### src/rtl/avs_reg_bank.sv
// Avalon-MM slave register bank: R/W control words, live status, sticky W1C events and command pulses.
// Optional build macro AVS_REG_BANK_IRQ_EN adds the IRQ_MASK register and the irq output.
module avs_reg_bank #(
  parameter int DATA_W   = 32,
  parameter int NUM_CTRL = 4,
  parameter int ADDR_W   = 4,
  parameter int EVT_W    = 8
) (
  input  logic                         clk,
  input  logic                         reset_n,
  input  logic                         chipselect,
  input  logic [ADDR_W-1:0]            address,
  input  logic                         write,
  input  logic [DATA_W-1:0]            writedata,
  input  logic [DATA_W/8-1:0]          byteenable,
  input  logic                         read,
  output logic [DATA_W-1:0]            readdata,
  output logic                         readdatavalid,
  output logic [NUM_CTRL*DATA_W-1:0]   ctrl_out,
  input  logic [EVT_W-1:0]             status_in,
  input  logic [EVT_W-1:0]             event_in,
  output logic [DATA_W-1:0]            cmd_pulse,
  output logic                         irq
);

  localparam int BE_W = DATA_W / 8;
  localparam logic [ADDR_W-1:0] STATUS_A = ADDR_W'(NUM_CTRL);
  localparam logic [ADDR_W-1:0] EVENT_A  = ADDR_W'(NUM_CTRL + 1);
  localparam logic [ADDR_W-1:0] MASK_A   = ADDR_W'(NUM_CTRL + 2);
  localparam logic [ADDR_W-1:0] CMD_A    = ADDR_W'(NUM_CTRL + 3);

  function automatic logic [DATA_W-1:0] lane_mask(input logic [BE_W-1:0] be);
    logic [DATA_W-1:0] m;
    m = '0;
    for (int i = 0; i < BE_W; i++) begin
      m[i*8 +: 8] = {8{be[i]}};
    end
    return m;
  endfunction

  logic [DATA_W-1:0] ctrl_r [NUM_CTRL];
  logic [EVT_W-1:0]  status_r;
  logic [EVT_W-1:0]  event_r;
  logic [EVT_W-1:0]  event_prev_r;
  logic [EVT_W-1:0]  mask_s;
  logic [DATA_W-1:0] readdata_r;
  logic              readdatavalid_r;
  logic [DATA_W-1:0] cmd_r;
  logic              irq_r;

  logic              wr_s;
  logic              rd_s;
  logic [DATA_W-1:0] wmask_s;
  logic [EVT_W-1:0]  evt_clr_s;
  logic [EVT_W-1:0]  evt_rise_s;
  logic [DATA_W-1:0] ctrl_sel_s;
  logic [DATA_W-1:0] rdata_s;

  // A simultaneous read and write is treated as a write only.
  assign wr_s       = chipselect & write;
  assign rd_s       = chipselect & read & ~write;
  assign wmask_s    = lane_mask(byteenable);
  assign evt_rise_s = event_in & ~event_prev_r;

  // Control register storage with per-lane write enables.
  always_ff @(posedge clk) begin
    if (!reset_n) begin
      for (int k = 0; k < NUM_CTRL; k++) begin
        ctrl_r[k] <= '0;
      end
    end else begin
      for (int k = 0; k < NUM_CTRL; k++) begin
        if (wr_s && (address == ADDR_W'(k))) begin
          ctrl_r[k] <= (ctrl_r[k] & ~wmask_s) | (writedata & wmask_s);
        end
      end
    end
  end

  // Flatten the control array onto the core-facing bus.
  always_comb begin
    ctrl_out = '0;
    for (int k = 0; k < NUM_CTRL; k++) begin
      ctrl_out[k*DATA_W +: DATA_W] = ctrl_r[k];
    end
  end

  // W1C clear bits, gated by the lane enable covering each bit.
  always_comb begin
    evt_clr_s = '0;
    if (wr_s && (address == EVENT_A)) begin
      evt_clr_s = writedata[EVT_W-1:0] & wmask_s[EVT_W-1:0];
    end else begin
      evt_clr_s = '0;
    end
  end

  // Status sample, edge detector and sticky event capture (a new edge beats a clear).
  always_ff @(posedge clk) begin
    if (!reset_n) begin
      status_r     <= '0;
      event_prev_r <= '0;
      event_r      <= '0;
    end else begin
      status_r     <= status_in;
      event_prev_r <= event_in;
      event_r      <= (event_r & ~evt_clr_s) | evt_rise_s;
    end
  end

`ifdef AVS_REG_BANK_IRQ_EN
  logic [EVT_W-1:0] mask_r;

  // Interrupt mask register with per-lane write enables.
  always_ff @(posedge clk) begin
    if (!reset_n) begin
      mask_r <= '0;
    end else if (wr_s && (address == MASK_A)) begin
      mask_r <= (mask_r & ~wmask_s[EVT_W-1:0]) | (writedata[EVT_W-1:0] & wmask_s[EVT_W-1:0]);
    end else begin
      mask_r <= mask_r;
    end
  end

  assign mask_s = mask_r;
`else
  assign mask_s = '0;
`endif

  // Select the addressed control word.
  always_comb begin
    ctrl_sel_s = '0;
    for (int k = 0; k < NUM_CTRL; k++) begin
      ctrl_sel_s = (address == ADDR_W'(k)) ? ctrl_r[k] : ctrl_sel_s;
    end
  end

  // Read data mux; CMD and unmapped addresses read as zero.
  always_comb begin
    rdata_s = '0;
    if (address == STATUS_A) begin
      rdata_s = DATA_W'(status_r);
    end else if (address == EVENT_A) begin
      rdata_s = DATA_W'(event_r);
    end else if (address == MASK_A) begin
      rdata_s = DATA_W'(mask_s);
    end else if (address < STATUS_A) begin
      rdata_s = ctrl_sel_s;
    end else begin
      rdata_s = '0;
    end
  end

  // Registered read response, command strobes and interrupt.
  always_ff @(posedge clk) begin
    if (!reset_n) begin
      readdata_r      <= '0;
      readdatavalid_r <= 1'b0;
      cmd_r           <= '0;
      irq_r           <= 1'b0;
    end else begin
      readdatavalid_r <= rd_s;
      if (rd_s) begin
        readdata_r <= rdata_s;
      end
      if (wr_s && (address == CMD_A)) begin
        cmd_r <= writedata & wmask_s;
      end else begin
        cmd_r <= '0;
      end
      irq_r <= |(event_r & mask_s);
    end
  end

  assign readdata      = readdata_r;
  assign readdatavalid = readdatavalid_r;
  assign cmd_pulse     = cmd_r;
  assign irq           = irq_r;

endmodule

### config.mk
export PLATFORM = sky130hd
export DESIGN_NAME = avs_reg_bank
export DESIGN_NICKNAME = d
export VERILOG_FILES = /design/src/rtl/avs_reg_bank.sv
export SDC_FILE = /design/constraint.sdc
export NUM_CORES = 1
export LEC_CHECK = 0
export ABC_CLOCK_PERIOD_IN_PS = 9700
export BUFFER_PORTS_ARGS = -buffer_cell sky130_fd_sc_hd__buf_2
export CAP_MARGIN = 20
export CORE_UTILIZATION = 57
export CTS_CLUSTER_SIZE = 14
export DETAILED_ROUTE_END_ITERATION = 10
export GPL_TIMING_DRIVEN = 1
export PLACE_DENSITY = 0.86
export SLEW_MARGIN = 20
export SYNTH_ARGS = -nofsm -noshare
export SYNTH_HDL_FRONTEND = slang
export SYNTH_SLANG_ARGS = --single-unit
### constraint.sdc
create_clock -name clk -period 9.7 [get_ports clk]
set_input_delay 0.97 -clock clk [delete_from_list [all_inputs] [get_ports clk]]
set_output_delay 0.97 -clock clk [all_outputs]
set_load 0.1 [all_outputs]
==> metrics.md <==
| Metric | Value |
|---|---|
| Crit Reg-Reg Endpoint | readdata[7] |
| Area occupied by multi-input gates | between 3000 and 4000 um^2 |
| Sw Share | 0.290 |
| Mapped Nets | between 800 and 900 |
| Final Setup Violations | 0 |
| GP Congestion | 0.855 |
| Worst Tran Pin Value | 1.08 ns |
| WHS | between 0.4 and 0.5 ns |
| R2r startpoint | ctrl_r[2][7] |
| Leakage Power | 4.78 nW |
| Final ANT Viol Nets | 0 |
| Rows | 46 |
| Via density | around 6.0 |
| EDFF count, synth | 128 |
| Hold-critical path depth | 1 |
| Final Hold Fails | 0 |
| Initial antenna violation count | 1 |
| Post-Place Cells | 1,235 |
| Crit path capture | ctrl_r[2][15] |
| Die Span X | ~130 um |
| Post-DP HPWL | 16,900 um |
| Crit Path Category | input port to flop |
| Start point of the critical path | address[1] |
| DRT Wirelength | 26,300 um |
| Core ar. | between 15,000 and 20,000 um^2 |
| # nets final | 1,106 |
| Layout Cells excl Fill | 1,278 |
| Worst Path Required | 9.82 ns |
| Share of cells above drive strength 1 | 0.311 |
| Wire length on met3 | 2590 um |
| Ys Warns | 0 |
| Critical path's top delay family | simple AND/OR/NAND/NOR gates |
| Top Ports | 255 |
| Fin Clk Skew | approximately 0.018 ns |
| Logic pwr share | 0.152 |
| Crit path max-delay cell type | nand2_2 |
| CTS sink count | roughly 220 |
| Hold Startpoint | event_prev_r[7] |
| Clock slew at the register clock pins of the worst setup and hold paths | 0.06 ns |
| CP max stage delay | 0.64 ns |
| CTS tree | yes |
| Clk pwr share | 0.384 |
| Crit path cell chain | buf_2 > buf_4 > nor4b_4 > buf_8 > nand3_1 > nand2_2 |
| CP arrival | between 3 and 4 ns |
| Setup Buffers After CTS | 0 |
| Post-synth ARST share | 0 |
| Pin count of the biggest net entering global routing | 67 |
| Root buffer cell | clkbuf_16 |
| WL/cell | 20.6 um |
| Routed via count | 7,696 |
| Top post-synthesis cells by area | edfxtp_1 (41%), dfxtp_1 (19%), nand2b_1 (7.6%), a21oi_1 (6.0%), a22o_1 (2.2%) |
| Syn Inst Count | 823 |
| GRT Total Usage | 0.306 |
| Maximum clock rate | 321 MHz |
| Input/output buffers | 253 |
| 1st-pass router iterations | 6 |
| Power, Total | 2.22 mW |
| R2R depth | 3 |
| Flop pwr share | 0.463 |
| Yosys cell types | just over 40 |
| Worst setup EP type | flop |
| Avg Cell Area, Syn | 11.4 um^2 |
| # fillers | 1,124 |
| Post-route setup TNS | 0 ns |
| Post-synth top cells | edfxtp_1 (128), nand2b_1 (113), a21oi_1 (112), dfxtp_1 (89), nand2_1 (51) |
| Top FF cell, synth | edfxtp_1 |
| Crit path max fanout | 54 |
| Sequential share of the synthesized area | 0.602 |
| Metal2 WL | between 10,000 and 15,000 um |
| DR iter-0 viols | 816 |
| Max-slew violations | 0 |
| Total internal power | approximately 1.6 mW |
| Switching Power | 0.645 mW |
| Inserted Clock Buffers | 23 |
| Synth Register Bits | 217 |
| Worst vdd ir | between 0.0001 and 0.00015 V |
| Final min period | 3.11 ns |
| Run status | completed |
| H-Tree Depth | 1 |
| Die height | 130 um |
| FF-to-FF setup slack | 8.42 ns |
| Pwr dens | 194 nW/um^2 |
| Yosys top cell by area | edfxtp_1 |
| MaxCap Viol Count | 0 |
| Number of remaining DRC errors | 0 |
| FF/Latch Area | 5630 um^2 |
| Period utilization | 0.321 |
| RSZ-0062 raised after global routing | false |
| Count leader, synth | edfxtp_1 |
| Vias in the first global route | 7,061 |
| Area Growth Syn to Fin | 22.6% |
| Slew margin rel. | 0.279 |
| Top cell type's share of synthesized area | 0.411 |
| Post-Syn Area | 9350 um^2 |
| Startpoint Class | input port |
| Skew-Pair Late Insertion Delay | between 0.5 and 0.6 ns |
| Metal-1 WL | 9750 um |
| Hold/Removal Path Class | flop to flop |
| First-pass GRT wire length | 39,200 um |
| Max layer used | met4 |
| GR Overflow Total | 0 |
| Hold_buf cts | 0 |
| Post_cts resized | 0 |
| Count of buffer and inverter cells on the critical path | 3 |
| Crit path depth | 6 |
| Starting Density | 0.586 |
| Die area | 16,900 um^2 |
| Clock Tree Buf Depth | 3 |
==> flip-flops by register name, indices dropped and copies added (netlist names) <==
| signal | cells |
|---|---|
| status_r | 8 |
| event_r | 8 |
| readdata | 32 |
| ctrl_r | 128 |
| cmd_pulse | 32 |
| readdatavalid | 1 |
| event_prev_r | 8 |
==> worst min-delay path by stage <==
| stage | to |
|---|---|
| global route | event_r[1] |
| finish | event_r[7] |
| detailed placement | event_r[2] |
| floorplan | event_r[0] |
| CTS | event_r[7] |
| global placement | event_r[0] |
==> final cells by class <==
cell class | instances | share of cell area
clock buffers | 31 | 0.0546
diodes | 1 | 0.000218
inverters | 24 | 0.00786
flip-flops and latches | 217 | 0.491
multi-input cells | 517 | 0.297
repair buffers | 262 | 0.117
clock inverters | 10 | 0.00885
well taps | 216 | 0.0236
==> power by group through the flow <==
| stage | logic (mW) | registers, mW | clock network (mW) |
|---|---|---|---|
| final | 0.338 | 1.03 | 0.854 |
| after global routing | 0.352 | 1.03 | 0.900 |
| after CTS | 0.336 | 1.03 | 0.861 |
| after detailed placement | 0.334 | 1.05 | 0 |
| after global placement | 0.331 | 1.05 | 0 |
| after floorplan | 0.0924 | 1.22 | 0 |
==> metal layers <==
layer,global-route usage,up-vias
li1,-,3430
met1,0.393,3692
met2,0.509,502
met3,0.0537,72
met4,0.140,0
met5,0,-
==> metrics by stage <==
stage | worst slack, ns | utilization | instance area (um^2)
after floorplan | 5.25 | - | 9350
after global placement | 5.51 | 0.671 | 10700
after detailed placement | 5.33 | 0.671 | 10700
after CTS | 5.80 | 0.717 | 11400
after global routing | 6.47 | 0.719 | 11500
final | 6.59 | 0.719 | 11500
==> logic make-up after synthesis <==
kind of cell,after synthesis,share of synthesized area
muxes,40,0.0556
AOI/OAI and AO/OA,211,0.139
other,1,0.000401
and+or+nand+nor,265,0.162
DFF,217,0.602
buffers and inverters,89,0.0411
==> cell usage in the layout (no fill, tap or decap), types with 17 or more instances in the layout <==
master     count
a21oi_1      112
a22o_1        24
buf_2        253
clkbuf_16     23
dfxtp_1       89
edfxtp_1     128
inv_1         24
mux2i_1       17
nand2_1       49
nand2b_1     113
nor2_1        34
nor3_1        17
o21ai_0       24
Note: power is estimated with default switching activity, not from simulation.
